===== src/rtl/ram_8x16_burst_master_pkg.sv =====
// Shared definitions for the 8x16 RAM burst master: default sizes, FSM states, op encodings.
package ram_8x16_burst_master_pkg;

  localparam int unsigned AW_DEF = 3;
  localparam int unsigned DW_DEF = 16;

  typedef enum logic [1:0] {
    ST_IDLE  = 2'd0,
    ST_WRITE = 2'd1,
    ST_READ  = 2'd2,
    ST_DONE  = 2'd3
  } state_e;

  localparam logic OP_WRITE = 1'b1;
  localparam logic OP_READ  = 1'b0;

endpackage


===== src/rtl/ram_8x16_burst_master_if.sv =====
// Host and memory-side signal bundle of the burst master.
interface ram_8x16_burst_master_if #(
  parameter int unsigned AW = 3,
  parameter int unsigned DW = 16
);
  logic          start;
  logic          op;
  logic [AW-1:0] base;
  logic [AW-1:0] len;
  logic [DW-1:0] wr_data;
  logic          wr_valid;
  logic          wr_ready;
  logic [DW-1:0] rd_data;
  logic          rd_valid;
  logic          rd_ready;
  logic          busy;
  logic          done;
  logic [DW-1:0] checksum;
  logic          mem_rw;
  logic [AW-1:0] mem_addr;
  logic [DW-1:0] mem_wdata;
  logic [DW-1:0] mem_rdata;

  modport master (
    input  start, op, base, len, wr_data, wr_valid, rd_ready, mem_rdata,
    output wr_ready, rd_data, rd_valid, busy, done, checksum,
           mem_rw, mem_addr, mem_wdata
  );

  modport slave (
    output start, op, base, len, wr_data, wr_valid, rd_ready, mem_rdata,
    input  wr_ready, rd_data, rd_valid, busy, done, checksum,
           mem_rw, mem_addr, mem_wdata
  );
endinterface


===== src/rtl/ram_8x16_burst_master_burst_addr_gen.sv =====
// Burst address/count tracker: loads base/len, advances with modulo-2^AW wrap, flags last word.
module burst_addr_gen #(
  parameter int unsigned AW = 3
) (
  input  logic          clk,
  input  logic          clr,
  input  logic          load,
  input  logic [AW-1:0] base,
  input  logic [AW-1:0] len,
  input  logic          advance,
  output logic [AW-1:0] cur_addr,
  output logic          last
);
  logic [AW-1:0] remaining;

  always_ff @(posedge clk) begin
    if (clr) begin
      cur_addr  <= '0;
      remaining <= '0;
    end else if (load) begin
      cur_addr  <= base;
      remaining <= len;
    end else if (advance) begin
      cur_addr  <= cur_addr + AW'(1);
      remaining <= remaining - AW'(1);
    end
  end

  assign last = (remaining == '0);
endmodule


===== src/rtl/ram_8x16_burst_master.sv =====
// Burst master for an 8x16 RAM: host write/read bursts with wrap-around addressing.
// Optional XOR checksum of transferred words enabled by macro BURST_CHECKSUM_EN.
module ram_8x16_burst_master
  import ram_8x16_burst_master_pkg::*;
#(
  parameter int unsigned AW = AW_DEF,
  parameter int unsigned DW = DW_DEF
) (
  input  logic                      clk,
  input  logic                      clr,
  ram_8x16_burst_master_if.master   bus
);
  state_e        state;
  logic          fetch_done;
  logic          rd_valid_q;
  logic [DW-1:0] rd_data_q;
  logic          done_q;
  logic [AW-1:0] cur_addr;
  logic          last;

  logic accept;
  logic write_beat;
  logic fetch;
  logic rd_hs;

  assign accept     = (state == ST_IDLE) && bus.start;
  assign write_beat = (state == ST_WRITE) && bus.wr_valid;
  // A word is fetched whenever the output register is free or being drained.
  assign fetch      = (state == ST_READ) && (!rd_valid_q || bus.rd_ready) && !fetch_done;
  assign rd_hs      = (state == ST_READ) && rd_valid_q && bus.rd_ready;

  burst_addr_gen #(.AW(AW)) u_addr_gen (
    .clk      (clk),
    .clr      (clr),
    .load     (accept),
    .base     (bus.base),
    .len      (bus.len),
    .advance  (write_beat || fetch),
    .cur_addr (cur_addr),
    .last     (last)
  );

  always_ff @(posedge clk) begin
    if (clr) begin
      state      <= ST_IDLE;
      fetch_done <= 1'b0;
      rd_valid_q <= 1'b0;
      rd_data_q  <= '0;
      done_q     <= 1'b0;
    end else begin
      done_q <= 1'b0;
      case (state)
        ST_IDLE: begin
          if (bus.start) begin
            fetch_done <= 1'b0;
            state      <= (bus.op == OP_WRITE) ? ST_WRITE : ST_READ;
          end
        end
        ST_WRITE: begin
          if (bus.wr_valid && last) begin
            state  <= ST_DONE;
            done_q <= 1'b1;
          end
        end
        ST_READ: begin
          if (fetch) begin
            rd_data_q  <= bus.mem_rdata;
            rd_valid_q <= 1'b1;
            if (last) fetch_done <= 1'b1;
          end
          // Once everything is fetched, the word on the output is the final one.
          if (rd_hs && fetch_done) begin
            rd_valid_q <= 1'b0;
            state      <= ST_DONE;
            done_q     <= 1'b1;
          end
        end
        ST_DONE: state <= ST_IDLE;
        default: state <= ST_IDLE;
      endcase
    end
  end

  assign bus.wr_ready  = (state == ST_WRITE);
  assign bus.busy      = (state != ST_IDLE);
  assign bus.done      = done_q;
  assign bus.rd_valid  = rd_valid_q;
  assign bus.rd_data   = rd_data_q;
  assign bus.mem_rw    = write_beat && !clr;
  assign bus.mem_addr  = cur_addr;
  assign bus.mem_wdata = bus.wr_data;

`ifdef BURST_CHECKSUM_EN
  logic [DW-1:0] csum_q;

  always_ff @(posedge clk) begin
    if (clr || accept) csum_q <= '0;
    else if (write_beat) csum_q <= csum_q ^ bus.wr_data;
    else if (rd_hs)      csum_q <= csum_q ^ rd_data_q;
  end

  assign bus.checksum = csum_q;
`else
  assign bus.checksum = '0;
`endif
endmodule


===== src/flat_wrapper.sv =====
// flat-port wrapper written by rule: the top's interface ports become plain ports
module ram_8x16_burst_master_flat import ram_8x16_burst_master_pkg::*;
#(
  parameter int unsigned AW = AW_DEF,
  parameter int unsigned DW = DW_DEF
)
  (clk, clr, bus_start, bus_op, bus_base, bus_len, bus_wr_data, bus_wr_valid, bus_rd_ready, bus_mem_rdata, bus_wr_ready, bus_rd_data, bus_rd_valid, bus_busy, bus_done, bus_checksum, bus_mem_rw, bus_mem_addr, bus_mem_wdata);
  ram_8x16_burst_master_if #(.AW(AW), .DW(DW)) bus_i ();
  input  logic clk;
  input  logic clr;
  input wire logic [$bits(bus_i.start)-1:0] bus_start;
  input wire logic [$bits(bus_i.op)-1:0] bus_op;
  input wire logic [$bits(bus_i.base)-1:0] bus_base;
  input wire logic [$bits(bus_i.len)-1:0] bus_len;
  input wire logic [$bits(bus_i.wr_data)-1:0] bus_wr_data;
  input wire logic [$bits(bus_i.wr_valid)-1:0] bus_wr_valid;
  input wire logic [$bits(bus_i.rd_ready)-1:0] bus_rd_ready;
  input wire logic [$bits(bus_i.mem_rdata)-1:0] bus_mem_rdata;
  output wire logic [$bits(bus_i.wr_ready)-1:0] bus_wr_ready;
  output wire logic [$bits(bus_i.rd_data)-1:0] bus_rd_data;
  output wire logic [$bits(bus_i.rd_valid)-1:0] bus_rd_valid;
  output wire logic [$bits(bus_i.busy)-1:0] bus_busy;
  output wire logic [$bits(bus_i.done)-1:0] bus_done;
  output wire logic [$bits(bus_i.checksum)-1:0] bus_checksum;
  output wire logic [$bits(bus_i.mem_rw)-1:0] bus_mem_rw;
  output wire logic [$bits(bus_i.mem_addr)-1:0] bus_mem_addr;
  output wire logic [$bits(bus_i.mem_wdata)-1:0] bus_mem_wdata;
  assign bus_i.start = bus_start;
  assign bus_i.op = bus_op;
  assign bus_i.base = bus_base;
  assign bus_i.len = bus_len;
  assign bus_i.wr_data = bus_wr_data;
  assign bus_i.wr_valid = bus_wr_valid;
  assign bus_i.rd_ready = bus_rd_ready;
  assign bus_i.mem_rdata = bus_mem_rdata;
  assign bus_wr_ready = bus_i.wr_ready;
  assign bus_rd_data = bus_i.rd_data;
  assign bus_rd_valid = bus_i.rd_valid;
  assign bus_busy = bus_i.busy;
  assign bus_done = bus_i.done;
  assign bus_checksum = bus_i.checksum;
  assign bus_mem_rw = bus_i.mem_rw;
  assign bus_mem_addr = bus_i.mem_addr;
  assign bus_mem_wdata = bus_i.mem_wdata;
  ram_8x16_burst_master #(.AW(AW), .DW(DW)) u_core (.clk(clk), .clr(clr), .bus(bus_i));
endmodule

===== config.mk =====
export PLATFORM = sky130hd
export DESIGN_NAME = ram_8x16_burst_master_flat
export DESIGN_NICKNAME = d
export VERILOG_FILES = /design/src/rtl/ram_8x16_burst_master_pkg.sv /design/src/rtl/ram_8x16_burst_master_if.sv /design/src/rtl/ram_8x16_burst_master_burst_addr_gen.sv /design/src/rtl/ram_8x16_burst_master.sv /design/src/flat_wrapper.sv
export SDC_FILE = /design/constraint.sdc
export NUM_CORES = 1
export LEC_CHECK = 0
export BUFFER_PORTS_ARGS = -buffer_cell sky130_fd_sc_hd__clkbuf_2
export CAP_MARGIN = 20
export CELL_PAD_IN_SITES_DETAIL_PLACEMENT = 0
export CELL_PAD_IN_SITES_GLOBAL_PLACEMENT = 1
export CORE_MARGIN = 4
export CORE_UTILIZATION = 28
export CTS_BUF_LIST = sky130_fd_sc_hd__clkbuf_16
export DETAILED_ROUTE_END_ITERATION = 8
export PLACE_DENSITY_LB_ADDON = 0.1
export SYNTH_ARGS = -nofsm -noshare
export SYNTH_HDL_FRONTEND = slang
export SYNTH_SLANG_ARGS = --single-unit

===== constraint.sdc =====
create_clock -name clk -period 2.3 [get_ports clk]
set_input_delay 0.46 -clock clk [delete_from_list [all_inputs] [get_ports clk]]
set_output_delay 0.46 -clock clk [all_outputs]
set_load 0.05 [all_outputs]

-- After elaboration in Yosys (flattened, before gate mapping)
Index checks and enable logic that the tools add are counted.
- bits in registers: 27
- bits of input ports: 44
- output and inout bits: 56
- word-level logic and storage cells: 59
- add/subtract/negate cells: 2
- equal/unequal tests: 8
- mux-type cells: 18
- reduce and logical (&&, ||, !) cells: 24
- operators by type and width (cell ; number):
    two-way mux 3 bit ; 4
    logical AND 1 bit ; 9
    two-way mux 2 bit ; 4
    case mux 2 bit (4 select lines) ; 1
    nonzero test 2 bit ; 4
    two-way mux 1 bit ; 7
    inequality test 2 x 1 -> 1 bit (second input constant) ; 3
    equality test 2 bit (second input constant) ; 2
    inequality test 2 bit (second input constant) ; 2
    case mux 1 bit (2 select lines) ; 2
    AND reduction 2 bit ; 2
    AND reduction 4 bit ; 1
    adder 3 x 1 -> 3 bit (second input constant) ; 1
    logical NOT 1 bit ; 3
    logical NOT 3 bit ; 1
    AND reduction 3 bit ; 1
    subtractor 3 x 1 -> 3 bit (second input constant) ; 1
    equality test 2 x 1 -> 1 bit (second input constant) ; 1
    logical NOT 2 bit ; 1
    logical OR 1 bit ; 2

-- Logic depth before layout (Yosys ltp)
Gate-level depths: netlist of the first run.
- word-level depth: 7
- mapped depth: 8
- depth with buffers taken out: 6

-- By module
Synthesis of the first run repeated with hierarchy kept, for this count alone.
- cell total of the unflattened synthesis: 184
- area total of the unflattened synthesis: 1669.1 µm²
- modules (own cells, without submodules) (module ; instances ; cells each ; area each (µm²) ; sequential area each (µm²)):
    ram_8x16_burst_master ; 1 ; 147 ; 1316.3 ; 420.4
    burst_addr_gen ; 1 ; 37 ; 352.8 ; 120.1

-- Least setup slack after synthesis of the first run
Ideal clock, no wire load.
- path kind: register -> output
- start point: reg u_core.state[1]
- end point: out bus_mem_rw
- data arrival time: 1.771 ns
- data required time: 1.840 ns
- slack: 0.069 ns
- stages on the path, launching flop included: 5
- buffers on the path: 0
- path through: dfxtp_1 -> inv_1 -> ha_1 -> nand2_1 -> nor2_1
- longest elaborated chain between the ends: 3
- RTL lines (what ; RTL line ; RTL):
    start: declaration ; ram_8x16_burst_master.sv:13 ; state_e state;
    start signal: assignment ; ram_8x16_burst_master.sv:56 ; state <= (bus.op == OP_WRITE) ? ST_WRITE : ST_READ;
    equality test 2 x 1 -> 1 bit ; - ;
    via bus_wr_ready ; flat_wrapper.sv:19 ; output wire logic [$bits(bus_i.wr_ready)-1:0] bus_wr_ready;
    logical AND 1 bit ; ram_8x16_burst_master.sv:27 ; assign write_beat = (state == ST_WRITE) && bus.wr_valid;
    logical AND 1 bit ; ram_8x16_burst_master.sv:89 ; assign bus.mem_rw = write_beat && !clr;
    end: declaration ; flat_wrapper.sv:25 ; output wire logic [$bits(bus_i.mem_rw)-1:0] bus_mem_rw;
The timed path passes the listed nets, and every way through them passes these cells.

-- Worst setup path in the final report of the first run
- start point: reg u_core.state[1]
- end point: out bus_mem_rw
- longest elaborated chain between the ends: 3
- RTL lines (what ; RTL line):
    equality test 2 x 1 -> 1 bit ; ram_8x16_burst_master.sv:27
    logical AND 1 bit ; ram_8x16_burst_master.sv:27
    logical AND 1 bit ; ram_8x16_burst_master.sv:89
No other way between the ends.

==> flow_metrics.env, run 1 <==
export IMPL_power_static_leakage_nw=0.783
export IMPL_drt_drc_violations_left=0
export IMPL_multi_input_area_um2=678
export IMPL_category_of_the_worst_setup_path_launch_point="flip-flop"
export IMPL_maximum_number_of_pins_on_one_net_before_global_route_repair=17
export IMPL_worst_clock_skew_ns=0.00168
export IMPL_fillerInstances=589
export IMPL_vdd_ir_drop_max_v=0.000528
export IMPL_cts_resized=0
export IMPL_grt_busiest_layer="met2"
export IMPL_htreeDepth=1
export IMPL_nNetsFinal=269
export IMPL_post_route_period_util_pct=82.5
export IMPL_yosys_warnings=0
export IMPL_final_setup_worst_slack_ns=0.403
export IMPL_slew_viol_final=0
export IMPL_netlist_area_mm2=0.00147
export IMPL_syn_avg_cell_area_um2=8.03
export IMPL_critical_path_slowest_cell="sky130_fd_sc_hd__dfxtp_1"
export IMPL_die_height_um=80.4
export IMPL_max_cap_violations=0
export IMPL_fin_crit_ns=1.90
export IMPL_endpoint_kind="output pin"
export IMPL_grt_setup_unrepaired="no"
export IMPL_layout_cells_most_common="sky130_fd_sc_hd__clkbuf_2"
export IMPL_required_time_at_the_worst_slack_endpoint_ns=1.84
export IMPL_detail_route_wirelength_mm=3.55
export IMPL_post_synth_num_cell_types=32
export IMPL_holdWs_ns=0.411
export IMPL_ff_latch_area_um2=541
export IMPL_cts_repair_timing_setup_buffer_count=0
export IMPL_critical_path_cell_chain="inv_1, ha_1, nand2_1, nor2_1, clkbuf_2"
export IMPL_avgViaCountPerCell=4.36
export IMPL_global_route_usage_met2_pct=19.9
export IMPL_outcome="complete, no violations"
export IMPL_port_buffers=51
export IMPL_antenna_found_initial=0
export IMPL_pin_count=100
export IMPL_setup_viols_final=0
export IMPL_worst_path_max_fanout=4
export IMPL_die_width_um=80.4
export IMPL_synth_ff_latch_count=27
export IMPL_floorplan_die_area_mm2=0.00647
export IMPL_antenna_diode_count=0
export IMPL_area_growth_pct=15.5
export IMPL_cts_sinks=27
export IMPL_finalSetupTns_ns=0
export IMPL_dr_wl_cell_um=12.4
export IMPL_power_mw=2.17
export IMPL_met3_demand_to_capacity_share_in_global_routing_pct=3.25
export IMPL_clock_tree_buffer_depth=2
export IMPL_arrival_ns=1.44
export IMPL_initial_utilization_pct=28.8
export IMPL_cts_hold_fix_buffers=0
export IMPL_detailed_place_hpwl_mm=2.76
export IMPL_timing_critical_path_slowest_cell_delay_ns=0.31
export IMPL_globalRouteMet1Util_pct=11.8
export IMPL_globalRoute_totalOverflow=0
export IMPL_first_iter_violations=20
export IMPL_post_layout_nonfiller_instances=287
export IMPL_critPathKind="reg2out"
export IMPL_drtAntennaViolNets=0
export IMPL_grt_pass1_vias=1207
export IMPL_cpLargestDelayFamily="buffers and inverters"
export IMPL_grt_pass1_wl_mm=5.51
export IMPL_cts_buffers_inserted=3
export IMPL_postSynthCellCount=183
export IMPL_dr_pass1_iters=4
export IMPL_maximum_clock_frequency_ghz=0.527
export IMPL_finalWeightedCongestion=0.731
export IMPL_timing_critical_path_buf_inv=2
export IMPL_via_count=1250
export IMPL_tritoncts_clock_tree="built"
export IMPL_worst_slew_pin_transition_ns=0.537
export IMPL_layout_common_cells="sky130_fd_sc_hd__clkbuf_2 (51), sky130_fd_sc_hd__nand2_1 (38), sky130_fd_sc_hd__dfxtp_1 (27), sky130_fd_sc_hd__a21oi_1 (21), sky130_fd_sc_hd__conb_1 (16)"
export IMPL_number_of_placement_rows=26
export IMPL_core_area_mm2=0.00511
export IMPL_dp_worst_setup_slack_ns=0.571
export IMPL_synth_seq_area_share_pct=36.8
export IMPL_insertion_delay_of_the_later_clocked_pin_in_the_worst_skew_pair_ns=0.26
export IMPL_final_hold_violation_count=0
export IMPL_slew_headroom_pct=64.2
export IMPL_power_per_standard_cell_area_mw_per_mm2=1280
export IMPL_min_delay_path_class="in2reg"
export IMPL_cts_root_buffer="sky130_fd_sc_hd__clkbuf_16"
export IMPL_cts_clk_slew_worst_paths_ns=0.07
export IMPL_final_layout_size_suffix_gt1_share_pct=27.6
export IMPL_place_inst=283
export IMPL_grt_util_all_layers_pct=10.8
==> path summary, 6_finish.rpt <==
path | startpoint | to | slack (ns) | cells past startpoint
max | u_core.state[1]$_SDFFE_PP0P_ | bus_mem_rw | 0.40 | 5
min | bus_mem_rdata[12] | u_core.bus.rd_data[12]$_SDFFE_PP0P_ | 0.41 | 3
max reg2reg | u_core.state[0]$_SDFFE_PP0P_ | u_core.fetch_done$_SDFFE_PP0P_ | 0.56 | 6
min reg2reg | u_core.bus.rd_data[14]$_SDFFE_PP0P_ | u_core.bus.rd_data[14]$_SDFFE_PP0P_ | 0.45 | 2
==> metal layers <==
layer  share of wire (%)  vias to the layer above
met3                 6.9                        2
met1                  41                      572
li1                    -                      629
met4                0.62                        0
met2                  51                       47
met5                   0                        -
==> stage by stage <==
stage | util (%) | cell area [um2]
4_1_cts | 33.2 | 1700
2_1_floorplan | - | 1530
3_5_place_dp | 31.6 | 1610
3_3_place_gp | 31.6 | 1610
6_report | 33.2 | 1700
5_1_grt | 33.2 | 1700
==> where the power goes <==
group	total, mW	switching [mW]	internal [mW]
Combinational	1.11	0.796	0.313
Sequential	0.652	0.0697	0.582
Clock	0.406	0.170	0.236
==> cell families after synthesis <==
family	after synthesis	share of synthesized area, %
AO/OA/AOI/OAI	37	14.7
adder cells (fa/ha/maj)	7	5.96
buffers and inverters	47	20.9
flip-flops	27	36.8
multiplexers	4	2.73
other	1	0.255
AND/OR/NAND/NOR	60	18.7
==> worst min-delay path: stages <==
cell and delay [ns]:
sky130_fd_sc_hd__clkbuf_2 0.08, sky130_fd_sc_hd__nand2_1 0.04, sky130_fd_sc_hd__a21oi_1 0.05
==> sequential cells by signal, summed over array words and instances (netlist names) <==
| signal | cells |
|---|---|
| u_core.bus.done | 1 |
| u_core.bus.rd_data | 16 |
| u_core.bus.rd_valid | 1 |
| u_core.fetch_done | 1 |
| u_core.state | 2 |
| u_core.u_addr_gen.cur_addr | 3 |
| u_core.u_addr_gen.remaining | 3 |
==> Yosys cell counts <==
library cell,count,area (um2)
sky130_fd_sc_hd__or2_1,1,6.26
sky130_fd_sc_hd__o211ai_1,1,7.51
sky130_fd_sc_hd__nand4_1,1,6.26
sky130_fd_sc_hd__nand2b_1,1,6.26
sky130_fd_sc_hd__nor2b_1,2,12.5
sky130_fd_sc_hd__clkbuf_1,4,15.0
sky130_fd_sc_hd__o21ai_2,1,8.76
sky130_fd_sc_hd__and3_1,3,18.8
sky130_fd_sc_hd__ha_1,7,87.6
sky130_fd_sc_hd__nor2_1,4,15.0
sky130_fd_sc_hd__buf_6,1,11.3
sky130_fd_sc_hd__a32oi_1,2,17.5
sky130_fd_sc_hd__nand3b_1,1,7.51
sky130_fd_sc_hd__a211oi_1,1,7.51
sky130_fd_sc_hd__o21ai_0,7,35.0
sky130_fd_sc_hd__o21a_1,1,7.51
sky130_fd_sc_hd__inv_1,8,30.0
sky130_fd_sc_hd__buf_2,2,10.0
sky130_fd_sc_hd__mux2i_1,4,40.0
sky130_fd_sc_hd__conb_1,1,3.75
sky130_fd_sc_hd__and2_1,2,12.5
sky130_fd_sc_hd__a21oi_1,21,105
sky130_fd_sc_hd__nor4_1,2,12.5
sky130_fd_sc_hd__o31ai_1,1,7.51
sky130_fd_sc_hd__nand3_1,3,15.0
sky130_fd_sc_hd__nand2b_4,1,13.8
sky130_fd_sc_hd__dfxtp_1,27,541
sky130_fd_sc_hd__nand2_1,38,143
sky130_fd_sc_hd__or3_1,1,6.26
sky130_fd_sc_hd__buf_4,32,240
sky130_fd_sc_hd__a221oi_1,1,8.76
sky130_fd_sc_hd__a32o_1,1,10.0
==> area by class of cell <==
| type | count | area share [%] |
|---|---|---|
| clock buffer | 3 | 4.42 |
| clock inverter | 1 | 0.442 |
| inverter | 8 | 1.77 |
| multi-input combinational | 124 | 40.0 |
| sequential | 27 | 31.9 |
| tap | 70 | 5.16 |
| timing repair buffer | 54 | 16.4 |
Note: power is estimated with default switching activity, not from simulation.
==> run 2, diff against run 1 <==
--- a/config.mk
+++ b/config.mk
@@ -10,7 +10,7 @@
 export CELL_PAD_IN_SITES_DETAIL_PLACEMENT = 0
 export CELL_PAD_IN_SITES_GLOBAL_PLACEMENT = 1
 export CORE_MARGIN = 4
-export CORE_UTILIZATION = 28
+export CORE_UTILIZATION = 25
 export CTS_BUF_LIST = sky130_fd_sc_hd__clkbuf_16
 export DETAILED_ROUTE_END_ITERATION = 8
 export PLACE_DENSITY_LB_ADDON = 0.1
==> constraint.sdc (replaced) <==
create_clock -name clk -period 1.6 [get_ports clk]
set_input_delay 0.32 -clock clk [delete_from_list [all_inputs] [get_ports clk]]
set_output_delay 0.32 -clock clk [all_outputs]
set_load 0.05 [all_outputs]
==> flow_metrics.env, run 2 (synthesized netlist as in run 1, its figures left out) <==
export IMPL_outcome="complete, no violations"
export IMPL_terminating_pin_of_the_worst_hold_path="u_core.bus.rd_data[5]$_SDFFE_PP0P_"
export IMPL_highest_signal_layer="met4"
export IMPL_max_cap_violations=0
export IMPL_power_internal_mw=1.72
export IMPL_vdd_ir_drop_max_v=0.000530
export IMPL_drtAntennaViolNets=0
export IMPL_floorplan_die_area_mm2=0.00717
export IMPL_die_width_um=84.7
export IMPL_fillerInstances=638
export IMPL_initial_utilization_pct=26.2
export IMPL_arrival_ns=1.20
export IMPL_cts_hold_fix_buffers=0
export IMPL_share_clk_of_total_power_pct=17.7
export IMPL_timing_hold_worst_start="bus_mem_rdata[5]"
export IMPL_detail_route_wirelength_mm=3.59
export IMPL_detailed_place_hpwl_mm=2.84
export IMPL_area_growth_pct=20.4
export IMPL_power_switching_mw=1.52
export IMPL_category_of_the_worst_setup_path_launch_point="flip-flop"
export IMPL_final_setup_worst_slack_ns=0.0818
export IMPL_wl_met1_mm=1.54
export IMPL_final_hold_violation_count=0
export IMPL_depth_of_the_worst_hold_timing_path=3
export IMPL_slew_viol_final=0
export IMPL_maximum_clock_frequency_ghz=0.659
export IMPL_worst_clock_skew_ns=0.00526
export IMPL_endpoint_kind="output pin"
export IMPL_cts_repair_timing_setup_buffer_count=0
export IMPL_comb_power_share_pct=52.6
export IMPL_power_mw=3.24
export IMPL_cts_clk_slew_worst_paths_ns=0.07
export IMPL_cts_sinks=27
export IMPL_final_layout_size_suffix_gt1_share_pct=33.3
export IMPL_avgViaCountPerCell=4.22
export IMPL_dp_worst_setup_slack_ns=0.0502
export IMPL_r2r_setup_slack_ns=0.10
export IMPL_pin_count=100
export IMPL_dr_wl_cell_um=12.3
export IMPL_cts_root_buffer="sky130_fd_sc_hd__clkbuf_16"
export IMPL_reg2regPathDepth=6
export IMPL_antenna_found_initial=0
export IMPL_antenna_diode_count=0
export IMPL_first_iter_violations=41
export IMPL_number_of_placement_rows=27
export IMPL_globalRoute_totalOverflow=0
export IMPL_cts_buffers_inserted=3
export IMPL_htreeDepth=1
export IMPL_clock_tree_buffer_depth=2
export IMPL_grt_pass1_vias=1206
export IMPL_nNetsFinal=271
export IMPL_cts_resized=7
export IMPL_finalSetupTns_ns=0
export IMPL_layout_common_cells="sky130_fd_sc_hd__clkbuf_2 (49), sky130_fd_sc_hd__nand2_1 (37), sky130_fd_sc_hd__dfxtp_1 (24), sky130_fd_sc_hd__a21oi_1 (21), sky130_fd_sc_hd__conb_1 (16)"
export IMPL_p_sw_share_pct=46.9
export IMPL_grt_pass1_wl_mm=5.93
export IMPL_drt_drc_violations_left=0
export IMPL_largest_register_ff_count=16
export IMPL_post_route_period_util_pct=94.9
export IMPL_core_area_mm2=0.00561
export IMPL_dr_pass1_iters=4
export IMPL_grt_util_all_layers_pct=10.1
export IMPL_finalCoreUtilization_pct=31.5
export IMPL_crit_reg2reg_capture="u_core.fetch_done$_SDFFE_PP0P_"
export IMPL_power_per_standard_cell_area_mw_per_mm2=1830
export IMPL_min_delay_path_class="in2reg"
export IMPL_required_time_at_the_worst_slack_endpoint_ns=1.28
export IMPL_maximum_number_of_pins_on_one_net_before_global_route_repair=19
export IMPL_timing_rr_start="u_core.state[0]$_SDFFE_PP0P_"
export IMPL_routed_wl_met2_mm=1.69
export IMPL_fin_crit_ns=1.52
export IMPL_power_static_leakage_nw=0.802
export IMPL_die_height_um=84.7
export IMPL_finalWeightedCongestion=0.698
export IMPL_setup_viols_final=0
export IMPL_via_count=1229
export IMPL_port_buffers=51
export IMPL_critPathKind="reg2out"
export IMPL_layout_cells_most_common="sky130_fd_sc_hd__clkbuf_2"
export IMPL_tritoncts_clock_tree="built"
export IMPL_power_share_sequential_pct=29.7
export IMPL_worst_path_max_fanout=4
export IMPL_insertion_delay_of_the_later_clocked_pin_in_the_worst_skew_pair_ns=0.26
export IMPL_wl_met3_um=272
[run 2: critical path, cell delays in order (launching register included)]
cell and delay, ns:
sky130_fd_sc_hd__dfxtp_2 0.34, sky130_fd_sc_hd__inv_2 0.09, sky130_fd_sc_hd__ha_4 0.15, sky130_fd_sc_hd__nand2_2 0.09
sky130_fd_sc_hd__nor2_4 0.11, sky130_fd_sc_hd__buf_8 0.15
[run 2: worst max path at each step]
stage | from | endpoint | slack [ns]
floorplan | u_core.state[0]$_SDFFE_PP0P_ | u_core.fetch_done$_SDFFE_PP0P_ | 0.02
finish | u_core.state[1]$_SDFFE_PP0P_ | bus_mem_rw | 0.08
CTS | u_core.state[0]$_SDFFE_PP0P_ | u_core.u_addr_gen.remaining[0]$_SDFFE_PP0P_ | 0.03
global route | u_core.state[0]$_SDFFE_PP0P_ | u_core.state[0]$_SDFFE_PP0P_ | -0.004
detailed placement | u_core.state[0]$_SDFFE_PP0P_ | u_core.fetch_done$_SDFFE_PP0P_ | 0.05
global placement | u_core.state[0]$_SDFFE_PP0P_ | u_core.state[0]$_SDFFE_PP0P_ | 0.04
[run 2: power by group through the flow]
| stage | Sequential, mW | Clock [mW] | Combinational (mW) |
|---|---|---|---|
| 6_report | 0.964 | 0.575 | 1.70 |
| 5_1_grt | 0.993 | 0.628 | 1.87 |
| 4_1_cts | 0.955 | 0.602 | 1.70 |
| 3_5_place_dp | 0.960 | 0 | 1.66 |
| 3_3_place_gp | 0.953 | 0 | 1.66 |
| 2_1_floorplan | 1.30 | 0 | 1.06 |
[run 2: layout make-up]
type | instances | area [um2] | area share, %
well taps | 72 | 90.1 | 5.09
repair buffers | 56 | 305 | 17.3
clock buffers | 3 | 75.1 | 4.24
flip-flops and latches | 27 | 547 | 30.9
clock inverters | 1 | 5.00 | 0.283
multi-input cells | 124 | 717 | 40.5
inverters | 8 | 30.0 | 1.70
[run 2: metal layers]
metal	global-route usage [%]	vias up
met5	0	-
met4	4.17	0
met3	2.85	16
met2	17.5	37
met1	11.5	546
li1	-	630
[run 2: stage by stage]
step / instance area [um2] / hold slack, ns / std cells
after detailed placement: 1650 / 0.448 / 287
after floorplan: 1540 / 0.450 / 198
final: 1770 / 0.275 / 291
after global routing: 1770 / 0.276 / 291
after global placement: 1650 / 0.443 / 287
after CTS: 1750 / 0.273 / 291
